**src/rtl/pipeline_hazard_ctrl_pkg.sv**
```systemverilog
// Shared encodings for the fetch/decode hazard and interrupt controller.
package pipeline_hazard_ctrl_pkg;

    typedef enum logic [2:0] {
        S_NORMAL    = 3'd0,
        S_HALT      = 3'd1,
        S_INTERRUPT = 3'd2,
        S_STALL_F   = 3'd3,
        S_STALL_D   = 3'd4,
        S_RETURN    = 3'd5
    } state_t;

    localparam logic [2:0] PC_HOLD     = 3'b000;
    localparam logic [2:0] PC_INC      = 3'b001;
    localparam logic [2:0] PC_LOAD_INT = 3'b010;

    localparam logic [31:0] INT_OPCODE_DEF = 32'h0000_0042;

endpackage

```
**src/rtl/pipeline_hazard_ctrl_irq_arbiter.sv**
```systemverilog
// Fixed-priority interrupt arbiter: lowest unmasked pending index wins.
module irq_arbiter #(
    parameter int PC_WIDTH   = 14,
    parameter int NUM_IRQ    = 4,
    parameter int VEC_STRIDE = 4
) (
    input  logic [NUM_IRQ-1:0]  pending,
    input  logic [NUM_IRQ-1:0]  mask,
    input  logic [PC_WIDTH-1:0] base,
    output logic                valid,
    output logic [NUM_IRQ-1:0]  grant,
    output logic [PC_WIDTH-1:0] vec
);

    logic [NUM_IRQ-1:0] req;
    logic [3:0]         idx;

    assign req = pending & ~mask;

    // Scan downward so the lowest requesting index is the last one kept.
    always_comb begin
        valid = 1'b0;
        grant = '0;
        idx   = '0;
        for (int i = NUM_IRQ - 1; i >= 0; i--) begin
            if (req[i]) begin
                valid    = 1'b1;
                grant    = '0;
                grant[i] = 1'b1;
                idx      = 4'(i);
            end
        end
    end

    assign vec = PC_WIDTH'(32'(base) + 32'(idx) * 32'(VEC_STRIDE));

endmodule

```
**src/rtl/pipeline_hazard_ctrl.sv**
```systemverilog
// Front-end hazard controller: arbitrates return, halt, stalls and
// latched prioritised interrupts into stall / PC-load / inject controls.
module pipeline_hazard_ctrl
    import pipeline_hazard_ctrl_pkg::*;
#(
    parameter int PC_WIDTH   = 14,
    parameter int INST_WIDTH = 32,
    parameter int NUM_IRQ    = 4,
    parameter int VEC_STRIDE = 4,
    parameter int RET_DRAIN  = 4,
    parameter logic [INST_WIDTH-1:0] INT_OPCODE = INST_WIDTH'(INT_OPCODE_DEF)
) (
    input  logic                  clock,
    input  logic                  reset_n,
    input  logic                  return_req,
    input  logic                  halt,
    input  logic                  fetch_stl_req,
    input  logic                  dec_stl_req,
    input  logic [NUM_IRQ-1:0]    irq,
    input  logic [NUM_IRQ-1:0]    irq_mask,
    input  logic [PC_WIDTH-1:0]   irq_vector_base,
    output logic                  stall_fetch,
    output logic                  stall_decode,
    output logic [2:0]            prog_cntr_load_sel,
    output logic                  inst_word_sel,
    output logic [INST_WIDTH-1:0] new_inst_word,
    output logic [PC_WIDTH-1:0]   prog_cntr_int_addr,
    output logic [NUM_IRQ-1:0]    irq_ack,
    output logic                  in_service,
    output logic [2:0]            state
);

    localparam int SH = INST_WIDTH - PC_WIDTH;

    state_t              st;
    logic [NUM_IRQ-1:0]  pending;
    logic [NUM_IRQ-1:0]  irq_q;
    logic [NUM_IRQ-1:0]  rise;
    logic [NUM_IRQ-1:0]  grant;
    logic [NUM_IRQ-1:0]  ack_nxt;
    logic                valid;
    logic                elig;
    logic                any_req;
    logic                take;
    logic [PC_WIDTH-1:0] vec;
    logic [INST_WIDTH-1:0] int_word;
    logic [3:0]          drain;

    irq_arbiter #(
        .PC_WIDTH  (PC_WIDTH),
        .NUM_IRQ   (NUM_IRQ),
        .VEC_STRIDE(VEC_STRIDE)
    ) u_arb (
        .pending(pending),
        .mask   (irq_mask),
        .base   (irq_vector_base),
        .valid  (valid),
        .grant  (grant),
        .vec    (vec)
    );

    assign elig     = valid & ~in_service;
    assign rise     = irq & ~irq_q;
    assign any_req  = return_req | halt | fetch_stl_req | dec_stl_req;
    assign int_word = INT_OPCODE | {vec, {SH{1'b0}}};
    assign ack_nxt  = take ? grant : '0;
    assign state    = st;

    // Decoded requests outrank interrupts in NORMAL; pending is kept.
    always_comb begin
        take = 1'b0;
        case (st)
            S_NORMAL:                    take = elig & ~any_req;
            S_HALT, S_STALL_F, S_STALL_D: take = elig;
            default:                     take = 1'b0;
        endcase
    end

    always_ff @(negedge clock) begin
        if (!reset_n) begin
            st                 <= S_NORMAL;
            stall_fetch        <= 1'b0;
            stall_decode       <= 1'b0;
            prog_cntr_load_sel <= PC_INC;
            inst_word_sel      <= 1'b0;
            new_inst_word      <= '0;
            prog_cntr_int_addr <= '0;
            irq_ack            <= '0;
            in_service         <= 1'b0;
            pending            <= '0;
            irq_q              <= '0;
            drain              <= '0;
        end else begin
            irq_q   <= irq;
            pending <= (pending & ~ack_nxt) | rise;
            irq_ack <= ack_nxt;

            st                 <= S_NORMAL;
            stall_fetch        <= 1'b0;
            stall_decode       <= 1'b0;
            prog_cntr_load_sel <= PC_INC;
            inst_word_sel      <= 1'b0;
            new_inst_word      <= '0;
            prog_cntr_int_addr <= '0;

            if (take) begin
                st                 <= S_INTERRUPT;
                stall_fetch        <= 1'b1;
                prog_cntr_load_sel <= (st == S_NORMAL) ? PC_HOLD : PC_LOAD_INT;
                inst_word_sel      <= 1'b1;
                new_inst_word      <= int_word;
                prog_cntr_int_addr <= vec;
                in_service         <= 1'b1;
            end else begin
                case (st)
                    S_NORMAL: begin
                        if (return_req) begin
                            st                 <= S_RETURN;
                            stall_fetch        <= 1'b1;
                            prog_cntr_load_sel <= PC_HOLD;
                            inst_word_sel      <= 1'b1;
                            drain              <= 4'(RET_DRAIN - 1);
                        end else if (halt) begin
                            st                 <= S_HALT;
                            stall_fetch        <= 1'b1;
                            stall_decode       <= 1'b1;
                            prog_cntr_load_sel <= PC_HOLD;
                            inst_word_sel      <= 1'b1;
                        end else if (fetch_stl_req) begin
                            st            <= S_STALL_F;
                            stall_fetch   <= 1'b1;
                            inst_word_sel <= 1'b1;
                        end else if (dec_stl_req) begin
                            st                 <= S_STALL_D;
                            stall_fetch        <= 1'b1;
                            prog_cntr_load_sel <= PC_HOLD;
                            inst_word_sel      <= 1'b1;
                        end
                    end
                    S_HALT: begin
                        st                 <= S_HALT;
                        stall_fetch        <= 1'b1;
                        stall_decode       <= 1'b1;
                        prog_cntr_load_sel <= PC_HOLD;
                        inst_word_sel      <= 1'b1;
                    end
                    S_RETURN: begin
                        if (drain != 4'd0) begin
                            st            <= S_RETURN;
                            stall_fetch   <= 1'b1;
                            inst_word_sel <= 1'b1;
                            drain         <= drain - 4'd1;
                        end else begin
                            in_service <= 1'b0;
                        end
                    end
                    default: ;
                endcase
            end
        end
    end

endmodule

```
**config.mk**
```make
export PLATFORM = sky130hd
export DESIGN_NAME = pipeline_hazard_ctrl
export DESIGN_NICKNAME = d
export VERILOG_FILES = /design/src/rtl/pipeline_hazard_ctrl_pkg.sv /design/src/rtl/pipeline_hazard_ctrl_irq_arbiter.sv /design/src/rtl/pipeline_hazard_ctrl.sv
export SDC_FILE = /design/constraint.sdc
export NUM_CORES = 1
export LEC_CHECK = 0
export CAP_MARGIN = 20
export CORE_MARGIN = 8
export CORE_UTILIZATION = 38
export CTS_CLUSTER_SIZE = 20
export DETAILED_ROUTE_END_ITERATION = 12
export PLACE_DENSITY = 0.76
export SLEW_MARGIN = 5
export SYNTH_ARGS = -nofsm -noshare
export SYNTH_HDL_FRONTEND = slang
export SYNTH_HIERARCHICAL = 1
export SYNTH_SLANG_ARGS = --single-unit
```
**constraint.sdc**
```tcl
create_clock -name clock -period 2.36 [get_ports clock]
set_clock_uncertainty 0.15 [all_clocks]
set_input_delay 0.472 -clock clock [delete_from_list [all_inputs] [get_ports clock]]
set_output_delay 0.472 -clock clock [all_outputs]
set_load 0.02 [all_outputs]
```
Word-level counts from Yosys, hierarchy flattened
Index checks and enable logic that the tools add are counted.
- divide/modulo/power cells: 0
- equal/unequal tests: 7
- shift operators: 0
- muxes and demuxes: 45
- add/subtract/negate cells: 2
- multiply operators: 0
- reduce and logical (&&, ||, !) cells: 9
- bitwise gates (word level): 16
- magnitude comparators: 0
- operators with widths (kind ; count):
    two-way mux 4 bit ; 7
    two-way mux 1 bit ; 19
    two-way mux 3 bit ; 5
    adder 14 x 4 -> 14 bit ; 1
    two-way mux 2 bit ; 7
    bitwise AND 4 bit ; 3
    NOT 4 bit ; 3
    one-hot mux 3 bit (3 select lines) ; 1
    one-hot mux 4 bit (2 select lines) ; 1
    two-way mux 7 bit ; 1
    equality test 3 bit, second input constant ; 2
    != test 2 bit, second input constant ; 3
    one-hot mux 1 bit (2 select lines) ; 3
    NOT 1 bit ; 4
    OR 4 bit ; 1
    AND reduction 2 bit ; 2
    AND reduction 4 bit ; 1
    nonzero test 2 bit ; 2
    nonzero test 4 bit ; 1
    subtractor 4 x 1 -> 4 bit, second input constant ; 1
    equality test 3 x 1 -> 1 bit, second input constant ; 1
    equality test 3 x 2 -> 1 bit, second input constant ; 1
    zero test 3 bit ; 1
    OR 1 bit ; 3
    4 further kinds ; 5
- latch bits: 0
- input bits: 28
- RAM bits: 0
- register bits: 57
- word-level logic and storage cells: 91
- memories: 0
- output and inout bits: 60
- ROM bits: 0

Logic depth before layout (Yosys ltp)
Gate-level depths: netlist of run 1.
- depth after elaboration: 13
- mapped depth: 10
- mapped depth without buffers: 10

By module
Netlist of run 1, hierarchy kept.
- by module, submodules not included (module ; sequential area each (µm²) ; instances ; cells an instance ; area an instance (µm²)):
    pipeline_hazard_ctrl ; 780.7 ; 1 ; 190 ; 1759.2
    irq_arbiter ; 0.0 ; 1 ; 47 ; 331.6

==> run_results.csv, run 1 <==
group,metric,value,unit
drt,wl_per_cell,13.3,um
global_route,first_global_vias,2204,
cells_and_area,fin_cells,435,
floorplan,start_util,38.7,%
timing,timing_hold_violations_final,0,
clock_tree,cts_root_buf,"clkbuf_8",
clock_tree,numCtsBuffers,5,
worst_setup_path,required,1.33,ns
worst_setup_path,rr_endpoint,"prog_cntr_int_addr[10]",
logic_synthesis,ys.warnings.count,6,
timing,worst_slew_pin_slew,0.523,ns
worst_setup_path,startpoint_type,"input port",
cells_and_area,area_delta_synth_final,65.6,%
logic_synthesis,ys_seq_area_share,37.3,%
logic_synthesis,ys_ff_latch,39,
placement,portBuffers,70,
logic_synthesis,synth_cell_types,42,
worst_setup_path,reg2regPathDepth,10,
logic_synthesis,synth_top_cells_by_area,"dfxtp_1 (37%), buf_4 (13%), and3_1 (5.1%)",
global_route,grt_pass1_wl,9510,um
cells_and_area,fill_cells,454,
clock_tree,insertion_delay,0.36,ns
worst_setup_path,path_class,"in -> reg",
drt,route.vias.total,2027,
logic_synthesis,async_flop_share,0,%
placement,gp_congestion,0.804,
worst_setup_path,r2r-start,"pending[3]",
timing,hold_ws,0.362,ns
drt,postRouteAntennaNets,0,
outcome,outcome,"finished, violations left",
global_route,grt_max_degree,21,
floorplan,fp-row-count,27,
cells_and_area,multiInputGateArea,1200,um2
floorplan,die_x,90.2,um
outcome,violations,"negative setup slack",
worst_setup_path,r2r_slack,0.18,ns
worst_setup_path,startpoint,"irq_mask[1]",
clock_tree,cts_buffer_depth,2,
drt,drtIter0Drc,67,
cells_and_area,nets,394,
cells_and_area,seq_area,813,um2
global_route,grt_overflow,0,
worst_setup_path,critPathMaxFanout,4,
global_route,antenna_found_initial,0,
clock_tree,cts_tree,"built",
logic_synthesis,synth_most_common_cell,"dfxtp_1",
clock_tree,clock_sink_count,39,
drt,totalWireLength,5790,um
power_and_ir_drop,ir_drop,0.000364,V
logic_synthesis,synthTopCellsByCount,"dfxtp_1 (39), buf_4 (35), and3_1 (17), nor2b_1 (15), nand2_1 (13)",
timing,slew_headroom,64.9,%
logic_synthesis,synth_flop_cell,"dfxtp_1",
placement,hpwl,4000,um
clock_tree,cts.clk_slew.worst_paths,0.04,ns
logic_synthesis,syn_avg_cell_area,8.82,um2
placement,placed_cells,380,
floorplan,die_h,90.2,um
worst_setup_path,endpoint,"prog_cntr_int_addr[10]",
timing,timing.final.ws_setup,-0.848,ns
power_and_ir_drop,p_leak,1.70,nW
min_path,hp-class,"reg -> reg",
timing,drv_slew,0,
drt,first_pass_iters,4,
cells_and_area,layout-drive-gt1-share,46.0,%
logic_synthesis,synth_edf_count,0,
logic_synthesis,yosys.area.top_type,"dfxtp_1",
worst_setup_path,worstSetupEndpointType,"register",
power_and_ir_drop,finalPower,0.00233,W
logic_synthesis,syn_area,2090,um2
power_and_ir_drop,power.density,672,nW/um2
floorplan,die_area,8130,um2
drt,viasPerCell,4.66,
floorplan,ios,88,
drt,drc,0,
floorplan,coreArea,5410,um2
logic_synthesis,synth_top_area_share,37.3,%
flow_run,maxCapViolations,0,
timing,setup_viol_count_final,73,
clock_tree,htree_levels,2,
cells_and_area,antennaDiodeCount,0,
logic_synthesis,syn_inst,237,
timing,fin_tns_setup,-28.59,ns
worst_setup_path,arrival,2.18,ns
timing,rsz0062_at_grt,"true",
global_route,grt_usage,14.1,%
per-stage QoR:
step                area (um2)  util, %  worst slack [ns]
detailed placement        2930     54.2             -1.62
finish                    3460     64.1            -0.848
global route              3460     64.1            -0.938
CTS                       3410     63.1            -0.825
global placement          2930     54.2             -1.56
floorplan                 2240        -             -1.04
flip-flops by register name (all words and copies together), names as in the netlist:
name                cells
prog_cntr_load_sel      2
drain                   4
stall_decode            1
inst_word_sel           1
irq_q                   4
pending                 4
in_service              1
new_inst_word           1
state                   3
irq_ack                 4
prog_cntr_int_addr     14
logic make-up (layout without fill, tap and decap cells):
kind of cell / Yosys count / after routing / synth area share, %
buffers and inverters: 52 / 162 / 17.1
DFF: 39 / 39 / 37.3
muxes: 1 / 1 / 0.479
adders and majority gates: 4 / 4 / 2.75
xor gates and xnor gates: 10 / 10 / 4.19
and+or+nand+nor: 100 / 100 / 28.4
AOI/OAI and AO/OA: 30 / 30 / 9.64
other: 1 / 17 / 0.179
cell usage in the layout, fill, tap and decap left out, types with 7 or more instances in the layout:
master,count
buf_6,55
inv_1,44
buf_4,30
dfxtp_2,26
conb_1,17
clkdlybuf4s50_1,17
and3_1,14
dfxtp_1,13
nand2_1,12
nor2_1,11
nor2b_1,10
xnor2_1,10
a21oi_2,7
worst min-delay path by stage:
stage | startpoint | to | slack [ns] | depth (start not counted)
after global placement | drain[3] | drain[3] | 0.34 | 2
after detailed placement | drain[3] | drain[3] | 0.35 | 2
after global routing | drain[3] | drain[3] | 0.42 | 2
after floorplan | drain[3] | drain[3] | 0.32 | 2
final | drain[2] | drain[2] | 0.36 | 2
after CTS | drain[3] | drain[3] | 0.36 | 2
area by class of cell:
| class | instances | share of cell area [%] |
|---|---|---|
| clock buffer | 5 | 1.99 |
| clock inverter | 42 | 5.42 |
| inverter | 6 | 0.651 |
| multi-input combinational | 162 | 34.7 |
| sequential | 39 | 23.5 |
| tap | 72 | 2.60 |
| timing repair buffer | 109 | 31.2 |
power breakdown:
part	internal, W	switching, W	total (W)
Combinational	0.000381	0.000364	0.000745
Sequential	0.000726	0.0000379	0.000764
Clock	0.000400	0.000418	0.000818
routing by layer:
| metal | routed length (um) | global-route usage, % |
|---|---|---|
| met5 | 0 | 0 |
| met4 | 100 | 7.91 |
| met3 | 506 | 7.56 |
| met2 | 3090 | 24.4 |
| met1 | 2090 | 13.0 |
critical path, stage by stage:
cell	delay (ns)
buf_2	0.09
nand2b_4	0.15
a21oi_2	0.15
ha_2	0.19
inv_2	0.04
fa_2	0.33
and2b_2	0.26
nand4_1	0.10
xnor2_1	0.19
and3_4	0.20
what timing repair did:
item | CTS | global route
cloned | 2 | 0
resized for setup | 336 | 14
endpoints found under the setup margin | 82 | 76
buffers inserted | 6 | 4
pin swaps | 23 | 10
hold buffers | 0 | 0
No activity file was read; power rests on OpenSTA's default activity.
==> inputs of run 2 (changes only) <==
--- a/config.mk
+++ b/config.mk
@@ -11,7 +11,7 @@
 export CTS_CLUSTER_SIZE = 20
 export DETAILED_ROUTE_END_ITERATION = 12
 export PLACE_DENSITY = 0.76
-export SLEW_MARGIN = 5
+export SLEW_MARGIN = 40
 export SYNTH_ARGS = -nofsm -noshare
 export SYNTH_HDL_FRONTEND = slang
 export SYNTH_HIERARCHICAL = 1
==> results of run 2 <==
The final DEF is identical to that of run 1; final timing and power are the same.
==> inputs of run 3 (changes only) <==
--- a/config.mk
+++ b/config.mk
@@ -10,7 +10,8 @@
 export CORE_UTILIZATION = 38
 export CTS_CLUSTER_SIZE = 20
 export DETAILED_ROUTE_END_ITERATION = 12
-export PLACE_DENSITY = 0.76
+export PLACE_DENSITY_LB_ADDON = 0.15
+export REMOVE_ABC_BUFFERS = 1
 export SLEW_MARGIN = 40
 export SYNTH_ARGS = -nofsm -noshare
 export SYNTH_HDL_FRONTEND = slang
==> run 3 against run 2 <==
Net effect: the run still ends with negative setup slack left; sequential share of layout area down 0.51 points; clock power down 3.5%; first-iteration DRC count down 42%; wire length down 1.4%; sequential power about the same; largest power group unchanged; highest routed layer unchanged.
==> run_results.csv, run 3 (synthesis results as in run 1) <==
group,metric,value,unit
power_and_ir_drop,pwr-share-comb,33.0,%
worst_setup_path,worstSetupEndpointType,"register",
timing,worst_slew_pin_slew,0.584,ns
power_and_ir_drop,p_seq_share,33.0,%
timing,rsz0062_at_grt,"true",
cells_and_area,antennaDiodeCount,0,
clock_tree,clock_sink_count,39,
drt,route.vias.total,2024,
clock_tree,numCtsBuffers,5,
worst_setup_path,cpPeakStageDelay,0.38,ns
cells_and_area,largest_reg_flops,14,
global_route,antenna_found_initial,0,
outcome,violations,"negative setup slack",
power_and_ir_drop,ir_drop,0.000381,V
cells_and_area,top_register,"prog_cntr_int_addr",
cells_and_area,final_cell_mix,"buf_6 (59), inv_1 (46), buf_4 (32)",
worst_setup_path,arrival,2.09,ns
drt,viasPerCell,4.59,
floorplan,coreArea,5410,um2
power_and_ir_drop,swShare,34.3,%
drt,wl_met3,449,um
power_and_ir_drop,power_switching,0.000796,W
clock_tree,cts_tree,"built",
drt,wl_per_cell,12.9,um
worst_setup_path,required,1.27,ns
clock_tree,insertion_delay,0.36,ns
drt,drt-met1-wl,2420,um
cells_and_area,layout_commonest_cell,"buf_6",
floorplan,die_x,90.2,um
global_route,grt_usage,14.0,%
placement,gp_congestion,0.773,
cells_and_area,area_delta_synth_final,69.2,%
power_and_ir_drop,clkPwrFrac,34.0,%
placement,place_area,2900,um2
floorplan,die_area,8130,um2
timing,timing_hold_violations_final,0,
drt,drtIter0Drc,39,
clock_tree,cts.clk_slew.worst_paths,0.04,ns
drt,drc,0,
timing,slew_headroom,60.7,%
placement,hpwl,3730,um
drt,route.met2.wl,2770,um
cells_and_area,nets,400,
drt,top_layer_used,"met4",
floorplan,ios,88,
worst_setup_path,startpoint_type,"input port",
cells_and_area,layout-drive-gt1-share,46.6,%
worst_setup_path,crit_chain,"buf_6, nand2b_4, nor2b_4, or2_4, fa_2, and2b_2, nand4_1, xnor2_1, and3_1",
global_route,first_global_vias,2181,
timing,setup_viol_count_final,73,
global_route,grt_overflow,0,
timing,drv_slew,0,
worst_setup_path,critPathMaxFanout,4,
cells_and_area,final_util,65.5,%
power_and_ir_drop,p_int,0.00153,W
clock_tree,cts_root_buf,"clkbuf_8",
min_path,hp-start,"drain[3]",
worst_setup_path,r2r-start,"pending[3]",
floorplan,die_h,90.2,um
cells_and_area,design_area,3540,um2
placement,portBuffers,70,
worst_setup_path,startpoint,"irq_mask[2]",
flow_run,maxCapViolations,0,
drt,postRouteAntennaNets,0,
min_path,hp-class,"reg -> reg",
floorplan,fp-row-count,27,
global_route,grt_pass1_wl,9560,um
power_and_ir_drop,power.density,656,nW/um2
clock_tree,htree_levels,2,
drt,first_pass_iters,4,
outcome,outcome,"finished, violations left",
global_route,grt_max_degree,14,
drt,totalWireLength,5700,um
timing,timing.final.ws_setup,-0.822,ns
clock_tree,cts_buffer_depth,2,
power_and_ir_drop,p_leak,1.76,nW
floorplan,start_util,38.7,%
worst_setup_path,path_class,"in -> reg",
worst_setup_path,slowest_stage,"fa_2",
[run 3: cell types whose count changed in the layout (fill, tap and decap cells not counted), moves of 2 or more]
| cell | previous run | this run |
|---|---|---|
| buf_6 | 55 | 59 |
| inv_1 | 44 | 46 |
| nor4_2 | 0 | 2 |
| buf_4 | 30 | 32 |
| and3_4 | 6 | 4 |
| and3_2 | 1 | 3 |
[run 3: power by group through the flow]
stage	Clock [W]	Sequential (W)	Combinational, W
2_1_floorplan	0.000103	0.000838	0.000216
3_3_place_gp	0.000103	0.000752	0.000617
3_5_place_dp	0.000103	0.000753	0.000620
4_1_cts	0.000823	0.000766	0.000736
5_1_grt	0.000930	0.000771	0.000818
6_report	0.000789	0.000766	0.000767
[run 3: cell type report]
class	instances	area [um2]
multi-input combinational	162	1200
sequential	39	813
clock inverter	42	184
clock buffer	5	68.8
timing repair buffer	115	1160
tap	72	90.1
inverter	6	22.5
fill	461	1870
[run 3: repair_timing]
action	4_1_cts	5_1_grt
cloned	3	0
endpoints found under the setup margin	79	75
pin swaps	22	9
hold buffers	0	0
resized for setup	366	13
setup buffers	6	4
[run 3: routing by layer]
| layer | track usage (%) | up-vias |
|---|---|---|
| li1 | - | 1008 |
| met1 | 13.9 | 944 |
| met2 | 22.6 | 64 |
| met3 | 8.15 | 8 |
| met4 | 7.35 | 0 |
| met5 | 0 | - |
[run 3: stage by stage]
step / instances / hold WS, ns / total power, W / setup TNS, ns / setup slack [ns]
after global placement: 387 / 0.360 / 0.00147 / -61.21 / -1.70
after detailed placement: 387 / 0.356 / 0.00148 / -61.64 / -1.73
after CTS: 440 / 0.362 / 0.00232 / -28.52 / -0.822
after global routing: 441 / 0.394 / 0.00252 / -31.21 / -0.864
final: 441 / 0.354 / 0.00232 / -29.06 / -0.822
after floorplan: 208 / 0.320 / 0.00116 / -29.83 / -1.18
[run 3: worst max-delay path: cells and delay by family]
kind                     cells  cell delay, ns
XOR/XNOR                     1            0.14
adder cells (fa/ha/maj)      1            0.38
buffers and inverters        1            0.09
AND/OR/NAND/NOR              6            1.00
[run 3: worst paths after layout]
kind                            end  slack [ns]  depth (start not counted)
max          prog_cntr_int_addr[12]       -0.82                          9
min                        drain[3]        0.35                          2
min reg2reg                drain[3]        0.35                          2
max reg2reg  prog_cntr_int_addr[12]        0.20                          9
